--- src/rtl/complete_arbiter.sv ---
// Completion arbiter: grants up to CDB_WIDTH requesting FUs per cycle in round-robin order
// and registers the granted packets onto the CDB; non-granted requesters see fu_hazard_o.

package complete_arbiter_pkg;
    typedef struct packed {
        logic        valid;
        logic [31:0] dest_value;
        logic [5:0]  dispatch_allocated_prs;
        logic [4:0]  rob_entry;
    } fu_complete_packet_t;
endpackage

module complete_arbiter
    import complete_arbiter_pkg::*;
#(
    parameter int NUM_FU    = 4,
    parameter int CDB_WIDTH = 2,
    localparam int PTR_W    = (NUM_FU > 1) ? $clog2(NUM_FU) : 1,
    localparam int CNT_W    = $clog2(CDB_WIDTH + 1)
) (
    input  logic                clk,
    input  logic                rst,
    input  logic                squash_i,
    input  logic [NUM_FU-1:0]   fu_complete_req_i,
    input  fu_complete_packet_t fu_pkt_i [NUM_FU],
    output logic [NUM_FU-1:0]   fu_hazard_o,
    output fu_complete_packet_t cdb_pkt_o [CDB_WIDTH],
    output logic [CNT_W-1:0]    cdb_count_o,
    output logic [31:0]         hazard_cycles_o
);

    logic [PTR_W-1:0]    rr_ptr_q, rr_ptr_d;
    fu_complete_packet_t cdb_q [CDB_WIDTH];
    fu_complete_packet_t cdb_d [CDB_WIDTH];
    logic [CNT_W-1:0]    cnt_q, cnt_d;
    logic [31:0]         hcnt_q, hcnt_d;

    logic                arb_en;
    logic [NUM_FU-1:0]   grant;
    logic [PTR_W-1:0]    slot_src [CDB_WIDTH];
    logic [CDB_WIDTH-1:0] slot_used;
    logic [CNT_W-1:0]    n_grant;
    logic [PTR_W-1:0]    last_idx;
    logic [PTR_W-1:0]    scan_idx;

    // Squash and reset both suppress every grant, so nothing partial ever reaches the CDB.
    assign arb_en = ~squash_i & ~rst;

    // Round-robin scan: the j-th requester found starting at rr_ptr_q fills CDB slot j.
    always_comb begin
        // NOTE: every variable gets a default before the scan so no path leaves one unassigned (no latches).
        grant     = '0;
        slot_used = '0;
        n_grant   = '0;
        last_idx  = rr_ptr_q;
        scan_idx  = '0;
        for (int j = 0; j < CDB_WIDTH; j++) begin
            slot_src[j] = '0;
        end
        for (int k = 0; k < NUM_FU; k++) begin
            scan_idx = PTR_W'((int'(rr_ptr_q) + k) % NUM_FU);
            if (arb_en && fu_complete_req_i[scan_idx] && (int'(n_grant) < CDB_WIDTH)) begin
                grant[scan_idx] = 1'b1;
                for (int j = 0; j < CDB_WIDTH; j++) begin
                    if (int'(n_grant) == j) begin
                        slot_src[j]  = scan_idx;
                        slot_used[j] = 1'b1;
                    end
                end
                last_idx = scan_idx;
                n_grant  = n_grant + CNT_W'(1);
            end
        end
    end

    assign fu_hazard_o = fu_complete_req_i & ~grant & {NUM_FU{arb_en}};

    always_comb begin
        for (int j = 0; j < CDB_WIDTH; j++) begin
            cdb_d[j] = '0;
            if (slot_used[j]) begin
                cdb_d[j]       = fu_pkt_i[slot_src[j]];
                cdb_d[j].valid = 1'b1;
            end
        end
        cnt_d = n_grant;

        rr_ptr_d = rr_ptr_q;
        if (squash_i) begin
            rr_ptr_d = '0;
        end else if (n_grant != '0) begin
            rr_ptr_d = (int'(last_idx) == NUM_FU - 1) ? '0 : last_idx + PTR_W'(1);
        end

        hcnt_d = hcnt_q;
        if (|fu_hazard_o && (hcnt_q != 32'hFFFF_FFFF)) begin
            hcnt_d = hcnt_q + 32'd1;
        end
    end

    // NOTE: state registers use non-blocking assignments so every flop samples pre-edge values.
    always_ff @(posedge clk or posedge rst) begin
        if (rst) begin
            for (int j = 0; j < CDB_WIDTH; j++) begin
                cdb_q[j] <= '0;
            end
            cnt_q    <= '0;
            rr_ptr_q <= '0;
            hcnt_q   <= '0;
        end else begin
            for (int j = 0; j < CDB_WIDTH; j++) begin
                cdb_q[j] <= cdb_d[j];
            end
            cnt_q    <= cnt_d;
            rr_ptr_q <= rr_ptr_d;
            hcnt_q   <= hcnt_d;
        end
    end

    assign cdb_pkt_o       = cdb_q;
    assign cdb_count_o     = cnt_q;
    assign hazard_cycles_o = hcnt_q;

endmodule

--- config.mk ---
export PLATFORM = sky130hd
export DESIGN_NAME = complete_arbiter
export DESIGN_NICKNAME = d
export VERILOG_FILES = /design/src/rtl/complete_arbiter.sv
export SDC_FILE = /design/constraint.sdc
export NUM_CORES = 1
export LEC_CHECK = 0
export ABC_AREA = 1
export BUFFER_PORTS_ARGS = -buffer_cell sky130_fd_sc_hd__buf_2
export CORE_MARGIN = 1
export CORE_UTILIZATION = 50
export DETAILED_ROUTE_END_ITERATION = 8
export GPL_TIMING_DRIVEN = 0
export PLACE_DENSITY_LB_ADDON = 0.25
export SLEW_MARGIN = 5
export SYNTH_ARGS = -nofsm -noshare
export SYNTH_HDL_FRONTEND = slang
export SYNTH_SLANG_ARGS = --single-unit
--- constraint.sdc ---
create_clock -name clk -period 5.09 [get_ports clk]
set_clock_uncertainty 0.15 [all_clocks]
set_input_delay 1.018 -clock clk [delete_from_list [all_inputs] [get_ports clk]]
set_output_delay 1.018 -clock clk [all_outputs]
set_load 0.03 [all_outputs]
# --- Word level (Yosys, flattened, before mapping) ---
# Index checks and enable logic that the tools add are counted.
classes:
  addsub: 8
  mul: 0
  n_div: 0
  order_cmp: 13
  n_eq_ne: 5
  shift: 0
  muxes: 58
  bitwise: 11
  reduce_logical: 18
ops:
  columns: ["op", "n"]
  rows:
  - ["44-bit binary-select mux with 2-bit select", 2]
  - ["43-bit 2-to-1 mux", 4]
  - ["44-bit 2-to-1 mux", 2]
  - ["2-bit 2-to-1 mux", 19]
  - ["32-bit by 1-bit adder with 32-bit output (second input constant)", 1]
  - ["32-bit inequality test (second input constant)", 1]
  - ["4-bit 2-to-1 mux", 7]
  - ["1-bit 2-to-1 mux", 16]
  - ["1-bit logical AND", 12]
  - ["2-bit by 3-bit less-than comparator with 1-bit output (second input constant)", 4]
  - ["4-bit OR", 3]
  - ["2-bit by 1-bit adder with 2-bit output (second input constant)", 5]
  - ["4-bit bitwise AND", 2]
  - ["1-bit binary-select mux with 2-bit select", 4]
  - ["1-bit demux with 2-bit select", 4]
  - ["2-bit by 1-bit >= comparator with 1-bit output (second input constant)", 4]
  - ["2-bit == test (second input constant)", 3]
  - ["3-bit >= comparator (second input constant)", 2]
  - ["2-bit logical NOT", 3]
  - ["2-bit less-than comparator (second input constant)", 3]
  - ["2-bit NOT with 3-bit output", 2]
  - ["2-bit adder (second input constant)", 2]
  - ["4-bit NOT", 1]
  - ["2-bit nonzero test", 2]
  - ["other kinds (4)", 5]
word_totals:
  reg_bits: 124
  latchBits: 0
  mem_bits_rw: 0
  rom_bits: 0
  inputBits: 183
  out_inout_bits: 126
  word_cells: 124
  mem_count: 0

# --- Logic depth before layout (Yosys ltp) ---
# Gate-level depths: netlist of run 1.
depth:
  ltp_word: 18
  mapped_depth: 24
  depth_no_buf: 22

# --- Least setup slack after synthesis of run 1 ---
# No wires, ideal clock.
synth_timing:
  path_type: "input to output"
  startpoint: "input rst"
  endpoint: "output fu_hazard_o[0]"
  arrival_time_ns: 2.533
  required_ns: 3.922
  path_slack_ns: 1.389
  cell_stages: 11
  n_path_buf: 1
  path_cell_list: "nor2_2 -> buf_4 -> nand3_1 -> inv_2 -> ha_1 -> inv_2 -> nand4_4 -> nor2_1 -> nor2_1 -> nand3_1 -> inv_1"
synth_via:
  elab_chain_cells: 16
  elab_cells_between_ends: 27
  cone_classes: "2 x add/sub; 3 x order compare; 7 x mux; 8 x bitwise; 7 x reduce/logical"
synth_rtl:
  columns: ["element", "line_no", "source"]
  rows:
  - ["start, declared", "22", "input logic rst,"]
  - ["1-bit NOT *", "47", "assign arb_en = ~squash_i & ~rst;"]
  - ["1-bit bitwise AND *", "47", null]
  - ["1-bit logical AND", "62", "if (arb_en && fu_complete_req_i[scan_idx] && (int'(n_grant) < CDB_WIDTH)) begin"]
  - ["1-bit 2-to-1 mux", "62", null]
  - ["2-bit less-than comparator", "62", null]
  - ["1-bit logical AND", "62", null]
  - ["2-bit 2-to-1 mux", "62", null]
  - ["2-bit less-than comparator", "62", null]
  - ["1-bit logical AND", "62", null]
  - ["2-bit 2-to-1 mux", "62", null]
  - ["2-bit less-than comparator", "62", null]
  - ["1-bit logical AND", "62", null]
  - ["4-bit 2-to-1 mux", "62", null]
  - ["4-bit NOT", "76", "assign fu_hazard_o = fu_complete_req_i & ~grant & {NUM_FU{arb_en}};"]
  - ["4-bit bitwise AND", "76", null]
  - ["4-bit bitwise AND *", "76", null]
  - ["end, declared", "26", "output logic [NUM_FU-1:0] fu_hazard_o,"]
# Mark *: on every way between the ends. The rest lies on a longest branch, timed or not.

==> flow_metrics.env, run 1 <==
export IMPL_busiest_layer="met2"
export IMPL_nFillCells=1744
export IMPL_dpl_hpwl_um=25400
export IMPL_worstMarginPinSlew_ps=938
export IMPL_p_per_area_nw_per_um2=521
export IMPL_grt_pass1_wl_um=53900
export IMPL_synth_distinct_cells=31
export IMPL_hold_buffers=0
export IMPL_drc=0
export IMPL_numCtsBuffers=17
export IMPL_setup_viol=0
export IMPL_antenna_found_initial=3
export IMPL_ys_warn_count=0
export IMPL_fin_hold_ws_ps=387
export IMPL_post_route_util=0.651
export IMPL_r2r_end="cdb_pkt_o[4]$_DFF_PP0_"
export IMPL_min_path_type="flip-flop to flip-flop"
export IMPL_ff_latch_area_um2=3100
export IMPL_critPathKind="flip-flop to flip-flop"
export IMPL_cts_clk_slew_worst_paths_ps=60
export IMPL_path_cells="buf_2 -> inv_2 -> ha_1 -> inv_2 -> nand2_2 -> nand2_2 -> inv_2 -> ha_1 -> inv_2 -> nand4_4 -> nand2_1 -> nand2_1 -> inv_1 -> ha_1 -> nand4_4 -> o211ai_1 -> clkbuf_1 -> nand2_1 -> nor2_1"
export IMPL_relSlewSlack=0.372
export IMPL_cts_resized=0
export IMPL_cp_start_kind="flip-flop"
export IMPL_crit_top_cell="inv_2"
export IMPL_cap_violations=0
export IMPL_synth_area_um2=9250
export IMPL_rrSetupSlack_ps=520
export IMPL_final_min_clock_period_ps=4570
export IMPL_fmax_mhz=219
export IMPL_cts_tree="built"
export IMPL_dieArea_um2=19100
export IMPL_via_count=11200
export IMPL_hp_start="hazard_cycles_o[31]$_DFFE_PP0P_"
export IMPL_clockBufferDepth=2
export IMPL_dpl_cell_area_um2=11100
export IMPL_post_cts_buffers=0
export IMPL_final_area_um2=11700
export IMPL_power_leakage_nw=6.93
export IMPL_finalHoldViolations=0
export IMPL_syn_inst=1459
export IMPL_area_growth_pct=26.7
export IMPL_arrival_ps=4760
export IMPL_worstPathRequired_ps=5270
export IMPL_antenna_left=0
export IMPL_via_per_inst=5.54
export IMPL_r2r_cells=19
export IMPL_chipWidth_um=138
export IMPL_rows=49
export IMPL_dieHeight_um=138
export IMPL_grt_total_usage=0.354
export IMPL_synth_area_per_cell_um2=6.34
export IMPL_grt_use_met3=0.0831
export IMPL_worst_path_max_delay_cell="clkbuf_1"
export IMPL_htree_levels=4
export IMPL_drv_slew=0
export IMPL_multi_input_area_um2=5260
export IMPL_pin_count=309
export IMPL_wl_per_cell_um=17.0
export IMPL_crit_path_max_fanout=10
export IMPL_max_stage_delay_ps=510
export IMPL_design_core_area_um2=18000
export IMPL_finalWirelength_um=34500
export IMPL_reg2reg_from="rr_ptr_q[1]$_DFFE_PP0P_"
export IMPL_hold_depth=2
export IMPL_drive_gt1_frac=0.250
export IMPL_place_congestion=0.944
export IMPL_drt_pre_antenna_iters=6
export IMPL_grt_pass1_vias=10200
export IMPL_initial_utilization=0.513
export IMPL_dpl_cell_count=1993
export IMPL_port_buffers=304
export IMPL_rsz0062_at_grt="false"
export IMPL_status="completed"
export IMPL_fin_nets=1980
export IMPL_cts_sinks=124
export IMPL_synth_nets=1656
export IMPL_drt_iter0_markers=1260
export IMPL_synth_seq_cells=124
export IMPL_ir_drop_mv=0.328
export IMPL_met1_usage=0.475
export IMPL_cts_root_buf="clkbuf_16"
export IMPL_instances_no_fill=2027
export IMPL_grt_use_met2=0.562
export IMPL_yosysSeqAreaShare=0.335
export IMPL_gr_total_overflow=0
export IMPL_min_to="hazard_cycles_o[31]$_DFFE_PP0P_"
export IMPL_grt_max_degree=88
export IMPL_clock_latency_ps=430
export IMPL_worstSetupEndpointType="flip-flop"
export IMPL_finalCritPeriodShare=0.899
[kinds of logic after synthesis]
group / share of synthesized area
adder cells (fa/ha/maj): 0.0189
AND/OR/NAND/NOR: 0.515
flip-flops: 0.335
buffers and inverters: 0.0959
AO/OA/AOI/OAI: 0.00541
XOR/XNOR: 0.0293
[power breakdown]
group / internal [W] / total (W) / switching [W]
combinational: 0.00103 / 0.00349 / 0.00246
sequential: 0.00122 / 0.00131 / 0.0000933
clock: 0.000844 / 0.00131 / 0.000464
[how the worst max path moves through the flow]
stage	from	end	cells after the start
after CTS	rr_ptr_q[1]$_DFFE_PP0P_	cdb_pkt_o[4]$_DFF_PP0_	19
after floorplan	rst	cdb_count_o[0]$_DFF_PP0_	1
after global routing	rr_ptr_q[1]$_DFFE_PP0P_	cdb_pkt_o[11]$_DFF_PP0_	20
final	rr_ptr_q[1]$_DFFE_PP0P_	cdb_pkt_o[4]$_DFF_PP0_	19
after detailed placement	fu_complete_req_i[1]	cdb_pkt_o[4]$_DFF_PP0_	17
after global placement	rst	cdb_pkt_o[73]$_DFF_PP0_	2
[synth_stat cells]
master	instances	area share
nand2_1	426	0.17
nand3_1	316	0.17
nor2_1	296	0.12
dfrtp_1	124	0.34
inv_1	80	0.032
buf_2	45	0.024
xor2_1	26	0.025
clkbuf_1	16	0.0065
buf_4	15	0.012
ha_1	14	0.019
inv_2	14	0.0057
nand4_1	14	0.0095
nor3_1	12	0.0065
buf_6	10	0.012
nand2_2	9	0.0061
nor4_1	8	0.0054
nand3_2	5	0.0054
xnor2_1	5	0.0047
nand4_4	4	0.0092
o21ai_0	4	0.0022
nor2_2	3	0.0020
buf_1	2	0.00081
nand2_4	2	0.0024
o21ai_2	2	0.0019
clkbuf_2	1	0.00054
inv_8	1	0.0012
nand3_4	1	0.0019
nor2_8	1	0.0022
nor3b_1	1	0.00081
o211ai_1	1	0.00081
o21ai_1	1	0.00054
[routing by layer]
| metal | wire (um) | share of wire |
|---|---|---|
| met1 | 14000 | 0.41 |
| met4 | 1030 | 0.030 |
| met3 | 3570 | 0.10 |
| met5 | 10 | 0.00029 |
| met2 | 15800 | 0.46 |
[metrics by stage]
stage	worst slack [ps]	total power (W)	TNS, ps
floorplan	623	0.00374	0
global placement	-833	0.00470	-101940
detailed placement	494	0.00474	0
CTS	589	0.00606	0
global route	322	0.00648	0
finish	516	0.00611	0
[area by class of cell]
class / instances / area share
multi-input combinational: 1151 / 0.449
sequential: 124 / 0.265
timing repair buffer: 305 / 0.132
buffer: 89 / 0.0446
clock buffer: 21 / 0.0393
inverter: 95 / 0.0315
tap: 229 / 0.0244
clock inverter: 11 / 0.0142
antenna: 2 / 0.000427
[cells in the final DEF, fill, tap and decap left out, types with 15 or more instances in the layout]
cell | synthesis | layout
nand3_1 | 316 | 316
nor2_1 | 296 | 296
buf_2 | 45 | 349
inv_1 | 80 | 79
clkbuf_1 | 16 | 18
xor2_1 | 26 | 26
clkbuf_16 | 0 | 17
dfrtp_1 | 124 | 124
buf_4 | 15 | 15
nand2_1 | 426 | 426
[flip-flops by register name (all words and copies together) (netlist names)]
register,count
hazard_cycles_o,32
rr_ptr_q,2
cdb_pkt_o,88
cdb_count_o,2
[critical path, delay by kind of cell (launching register included)]
kind	cells	cell delay (ps)
AO/OA/AOI/OAI	1	460
adder cells (fa/ha/maj)	3	820
buffers and inverters	7	1420
flip-flops	1	380
AND/OR/NAND/NOR	8	1230
Power figures use the tool's default switching activity.
==> run 2, diff against run 1 <==
--- a/config.mk
+++ b/config.mk
@@ -9,6 +9,7 @@
 export BUFFER_PORTS_ARGS = -buffer_cell sky130_fd_sc_hd__buf_2
 export CORE_MARGIN = 1
 export CORE_UTILIZATION = 50
+export CTS_BUF_LIST = sky130_fd_sc_hd__clkbuf_8 sky130_fd_sc_hd__clkbuf_16
 export DETAILED_ROUTE_END_ITERATION = 8
 export GPL_TIMING_DRIVEN = 0
 export PLACE_DENSITY_LB_ADDON = 0.25
==> run 2 against run 1 <==
  * Critical path depth is the same
  * Die area is the same
  * Via count shrank 0.59%
  * Critical path type unchanged
==> flow_metrics.env, run 2 (synthesized netlist as in run 1, its figures left out) <==
export IMPL_fin_nets=1980
export IMPL_hold_depth=2
export IMPL_worstPathRequired_ps=5270
export IMPL_clock_latency_ps=430
export IMPL_drt_pre_antenna_iters=6
export IMPL_via_per_inst=5.51
export IMPL_pin_count=309
export IMPL_nFillCells=1744
export IMPL_fmax_mhz=220
export IMPL_place_congestion=0.944
export IMPL_grt_pass1_wl_um=53900
export IMPL_dpl_hpwl_um=25400
export IMPL_gr_total_overflow=0
export IMPL_path_cells="buf_2 -> inv_2 -> ha_1 -> inv_2 -> nand2_2 -> nand2_2 -> inv_2 -> ha_1 -> inv_2 -> nand4_4 -> nand2_1 -> nand2_1 -> inv_1 -> ha_1 -> nand4_4 -> o211ai_1 -> clkbuf_1 -> nand2_1 -> nor2_1"
export IMPL_drive_gt1_frac=0.250
export IMPL_cp_num_buf_inv=7
export IMPL_rsz0062_at_grt="false"
export IMPL_numCtsBuffers=17
export IMPL_htree_levels=4
export IMPL_ir_drop_mv=0.326
export IMPL_crit_path_max_fanout=10
export IMPL_final_min_clock_period_ps=4550
export IMPL_max_stage_delay_ps=500
export IMPL_layout_cells_most_common="nand2_1"
export IMPL_grt_max_degree=88
export IMPL_p_per_area_nw_per_um2=521
export IMPL_r2r_cells=19
export IMPL_via_count=11200
export IMPL_cts_clk_slew_worst_paths_ps=60
export IMPL_cts_tree="built"
export IMPL_power_leakage_nw=6.94
export IMPL_worstSetupEndpointType="flip-flop"
export IMPL_finalCritPeriodShare=0.893
export IMPL_dpl_cell_count=1993
export IMPL_instances_no_fill=2027
export IMPL_port_buffers=304
export IMPL_fin_ws_ps=544
export IMPL_worstMarginPinSlew_ps=943
export IMPL_status="completed"
export IMPL_cts_resized=0
export IMPL_cts_sinks=124
export IMPL_cp_depth=19
export IMPL_crit_top_cell="inv_2"
export IMPL_critical_path_top_delay_family="buffers and inverters"
export IMPL_finalWirelength_um=34400
export IMPL_critPathKind="flip-flop to flip-flop"
export IMPL_grt_pass1_vias=10200
export IMPL_area_growth_pct=26.7
export IMPL_setup_tns_ps=0
export IMPL_dieHeight_um=138
export IMPL_worst_path_max_delay_cell="clkbuf_1"
export IMPL_dpl_cell_area_um2=11100
export IMPL_finalHoldViolations=0
export IMPL_post_cts_buffers=0
export IMPL_dieArea_um2=19100
export IMPL_hold_buffers=0
export IMPL_drv_slew=0
export IMPL_antenna_left=0
export IMPL_chipWidth_um=138
export IMPL_pre_cts_ws_ps=494
export IMPL_cp_start_kind="flip-flop"
export IMPL_final_area_um2=11700
export IMPL_clockBufferDepth=2
export IMPL_final_cell_mix="426 x nand2_1, 349 x buf_2, 316 x nand3_1"
export IMPL_relSlewSlack=0.369
export IMPL_rows=49
export IMPL_grt_total_usage=0.354
export IMPL_largest_reg_flops=88
export IMPL_min_path_type="flip-flop to flip-flop"
export IMPL_drt_iter0_markers=1267
export IMPL_cts_root_buf="clkbuf_16"
export IMPL_initial_utilization=0.513
export IMPL_antenna_found_initial=3
export IMPL_arrival_ps=4730
export IMPL_wl_per_cell_um=17.0
export IMPL_design_core_area_um2=18000
export IMPL_drc=0
export IMPL_setup_viol=0
export IMPL_cap_violations=0
-- run 2: cell count changes in the layout (fill, tap and decap cells not counted), sizes merged --
cell / before / now
clkbuf: 38 / 36
inv: 95 / 97
-- run 2: cell type report --
cell class | count | area, um2 | area share
Multi-Input combinational cell | 1151 | 5260 | 0.449
Timing Repair Buffer | 305 | 1550 | 0.132
Sequential cell | 124 | 3100 | 0.265
Inverter | 95 | 369 | 0.0315
Tap cell | 229 | 287 | 0.0244
Antenna cell | 2 | 5.00 | 0.000427
Clock inverter | 13 | 174 | 0.0148
Buffer | 89 | 523 | 0.0446
Clock buffer | 19 | 453 | 0.0386
-- run 2: worst min-delay path: stages, from the launching register on --
cell,delay [ps]
dfrtp_1,390
nand2_1,70
nand2_1,50
-- run 2: final timing paths --
| check | slack (ps) | to | from |
|---|---|---|---|
| worst max-delay path | 540 | cdb_pkt_o[4]$_DFF_PP0_ | rr_ptr_q[1]$_DFFE_PP0P_ |
| worst min-delay path | 390 | hazard_cycles_o[31]$_DFFE_PP0P_ | hazard_cycles_o[31]$_DFFE_PP0P_ |
| worst max register to register | 540 | cdb_pkt_o[4]$_DFF_PP0_ | rr_ptr_q[1]$_DFFE_PP0P_ |
| worst min register to register | 390 | hazard_cycles_o[31]$_DFFE_PP0P_ | hazard_cycles_o[31]$_DFFE_PP0P_ |
| max in group asynchronous | 3540 | cdb_pkt_o[0]$_DFF_PP0_ | rst |
| min in group asynchronous | 450 | cdb_pkt_o[5]$_DFF_PP0_ | rst |
-- run 2: through the flow --
stage	power [W]	hold WS, ps	util
final	0.00611	387	0.651
after global routing	0.00648	431	0.651
after CTS	0.00605	378	0.650
after detailed placement	0.00474	366	0.616
after global placement	0.00470	370	0.614
after floorplan	0.00374	513	-
-- run 2: routing by layer --
metal / part of all wire / track usage / wire [um] / vias up
li1: - / - / - / 5286
met1: 0.41 / 0.475 / 14200 / 5091
met2: 0.46 / 0.562 / 15900 / 711
met3: 0.10 / 0.0831 / 3470 / 74
met4: 0.027 / 0.116 / 921 / 2
met5: 0.00029 / 0 / 10 / -
-- run 2: power breakdown --
group | total (W) | internal (W) | switching, W
sequential | 0.00131 | 0.00122 | 0.0000934
clock | 0.00130 | 0.000840 | 0.000464
combinational | 0.00349 | 0.00103 | 0.00246
==> run 3, diff against run 2 <==
--- a/config.mk
+++ b/config.mk
@@ -7,6 +7,7 @@
 export LEC_CHECK = 0
 export ABC_AREA = 1
 export BUFFER_PORTS_ARGS = -buffer_cell sky130_fd_sc_hd__buf_2
+export CORE_ASPECT_RATIO = 0.9
 export CORE_MARGIN = 1
 export CORE_UTILIZATION = 50
 export CTS_BUF_LIST = sky130_fd_sc_hd__clkbuf_8 sky130_fd_sc_hd__clkbuf_16
==> run 3 against run 2 <==
  * Core utilization up 0.60 points
  * Sequential power about the same
  * Combinational power about the same
  * Critical path depth down 3
  * Register-to-register slack better by 170 ps
  * Power down 0.84%
  * Non-clock buffer count unchanged
  * Sequential cell count unchanged
  * Die area about the same
==> flow_metrics.env, run 3 (synthesized netlist as in run 1, its figures left out) <==
export IMPL_rsz0062_at_grt="false"
export IMPL_pin_count=309
export IMPL_cts_clk_slew_worst_paths_ps=60
export IMPL_port_buffers=304
export IMPL_drt_iter0_markers=1103
export IMPL_drc=0
export IMPL_post_route_util=0.657
export IMPL_cts_sinks=124
export IMPL_gr_total_overflow=0
export IMPL_crit_path_max_fanout=10
export IMPL_drive_gt1_frac=0.251
export IMPL_grt_pass1_vias=10100
export IMPL_nFillCells=1665
export IMPL_finalHoldViolations=0
export IMPL_numCtsBuffers=17
export IMPL_initial_utilization=0.519
export IMPL_fin_ws_ps=597
export IMPL_clock_latency_ps=430
export IMPL_via_per_inst=5.50
export IMPL_dieHeight_um=131
export IMPL_fin_nets=1980
export IMPL_instances_no_fill=2043
export IMPL_clockBufferDepth=2
export IMPL_critPathKind="flip-flop to output port"
export IMPL_hold_buffers=0
export IMPL_worstPathRequired_ps=3920
export IMPL_worstMarginPinSlew_ps=833
export IMPL_p_per_area_nw_per_um2=517
export IMPL_pre_cts_ws_ps=619
export IMPL_crit_start="rr_ptr_q[1]$_DFFE_PP0P_"
export IMPL_post_cts_buffers=0
export IMPL_largest_reg_flops=88
export IMPL_finalCritPeriodShare=0.883
export IMPL_grt_pass1_wl_um=53000
export IMPL_final_min_clock_period_ps=4490
export IMPL_rrSetupSlack_ps=710
export IMPL_power_leakage_nw=6.90
export IMPL_area_growth_pct=26.6
export IMPL_cts_root_buf="clkbuf_16"
export IMPL_r2r_cells=22
export IMPL_drv_slew=0
export IMPL_cap_violations=0
export IMPL_htree_levels=4
export IMPL_grt_total_usage=0.356
export IMPL_rows=46
export IMPL_relSlewSlack=0.442
export IMPL_worstSetupEndpointType="output port"
export IMPL_reg2reg_from="rr_ptr_q[1]$_DFFE_PP0P_"
export IMPL_critical_path_endpoint="fu_hazard_o[1]"
export IMPL_cts_resized=0
export IMPL_ir_drop_mv=0.261
export IMPL_wl_per_cell_um=16.8
export IMPL_dpl_cell_count=2004
export IMPL_r2r_end="cdb_pkt_o[84]$_DFF_PP0_"
export IMPL_setup_viol=0
export IMPL_finalWirelength_um=34300
export IMPL_cts_tree="built"
export IMPL_dpl_hpwl_um=24900
export IMPL_arrival_ps=3320
export IMPL_cp_start_kind="flip-flop"
export IMPL_layout_cells_most_common="nand2_1"
export IMPL_final_cell_mix="426 x nand2_1, 349 x buf_2, 316 x nand3_1"
export IMPL_fmax_mhz=223
export IMPL_antenna_left=0
export IMPL_drt_pre_antenna_iters=6
export IMPL_chipWidth_um=145
export IMPL_fin_hold_ws_ps=351
export IMPL_antenna_found_initial=5
export IMPL_dieArea_um2=19100
export IMPL_via_count=11200
export IMPL_grt_max_degree=64
export IMPL_min_path_type="flip-flop to flip-flop"
export IMPL_place_congestion=0.967
export IMPL_status="completed"
export IMPL_design_core_area_um2=17800
## run 3: cell count changes in the layout (fill, tap and decap cells not counted)
cell        change
clkinvlp_4      +4
inv_6           +5
clkbuf_8        -2
bufinv_16       -2
inv_1           -1
diode_2         +5
clkinv_2        -4
## run 3: final cells by class
type	count	area (um2)	share of cell area
Clock inverter	15	164	0.0140
Multi-Input combinational cell	1151	5260	0.449
Inverter	95	369	0.0315
Clock buffer	17	425	0.0363
Antenna cell	7	17.5	0.00150
Tap cell	240	300	0.0256
Sequential cell	124	3100	0.265
Buffer	89	523	0.0446
Timing Repair Buffer	305	1550	0.132
## run 3: per-stage QoR
| step | TNS [ps] | power (W) | instance area (um2) |
|---|---|---|---|
| final | 0 | 0.00605 | 11700 |
| after global placement | -112140 | 0.00468 | 11100 |
| after detailed placement | 0 | 0.00473 | 11100 |
| after floorplan | 0 | 0.00374 | 9250 |
| after global routing | 0 | 0.00642 | 11700 |
| after CTS | 0 | 0.00599 | 11700 |
## run 3: report_power, final
group          switching [W]  total (W)  internal (W)
logic                0.00247    0.00350       0.00103
registers          0.0000918    0.00131       0.00122
clock network       0.000513    0.00124      0.000728
## run 3: worst max-delay path, cell delays in order (launching register included)
cell and delay, ps:
dfrtp_1 390, buf_2 230, inv_2 140, ha_1 460, nand3_1 120, nand2_1 90
inv_2 70, nand2_2 130, inv_2 50, ha_1 210, inv_2 230, nand4_4 230
nor2_1 140, nor2_1 50, nand3_1 130, inv_1 50, buf_2 170
## run 3: how the worst min path moves through the flow
stage | start | endpoint | slack (ps) | depth (start not counted)
final | hazard_cycles_o[31]$_DFFE_PP0P_ | hazard_cycles_o[31]$_DFFE_PP0P_ | 350 | 2
after global routing | hazard_cycles_o[31]$_DFFE_PP0P_ | hazard_cycles_o[31]$_DFFE_PP0P_ | 390 | 2
after CTS | hazard_cycles_o[31]$_DFFE_PP0P_ | hazard_cycles_o[31]$_DFFE_PP0P_ | 360 | 2
after detailed placement | hazard_cycles_o[31]$_DFFE_PP0P_ | hazard_cycles_o[31]$_DFFE_PP0P_ | 340 | 2
after global placement | hazard_cycles_o[31]$_DFFE_PP0P_ | hazard_cycles_o[31]$_DFFE_PP0P_ | 330 | 2
after floorplan | hazard_cycles_o[31]$_DFFE_PP0P_ | hazard_cycles_o[31]$_DFFE_PP0P_ | 510 | 2
## run 3: metal layers
| layer | up-vias | routed length (um) | global-route usage |
|---|---|---|---|
| met3 | 111 | 3890 | 0.0806 |
| met4 | 0 | 1500 | 0.177 |
| met2 | 761 | 15300 | 0.552 |
| met1 | 5071 | 13600 | 0.472 |
| met5 | - | 0 | 0 |
| li1 | 5292 | - | - |
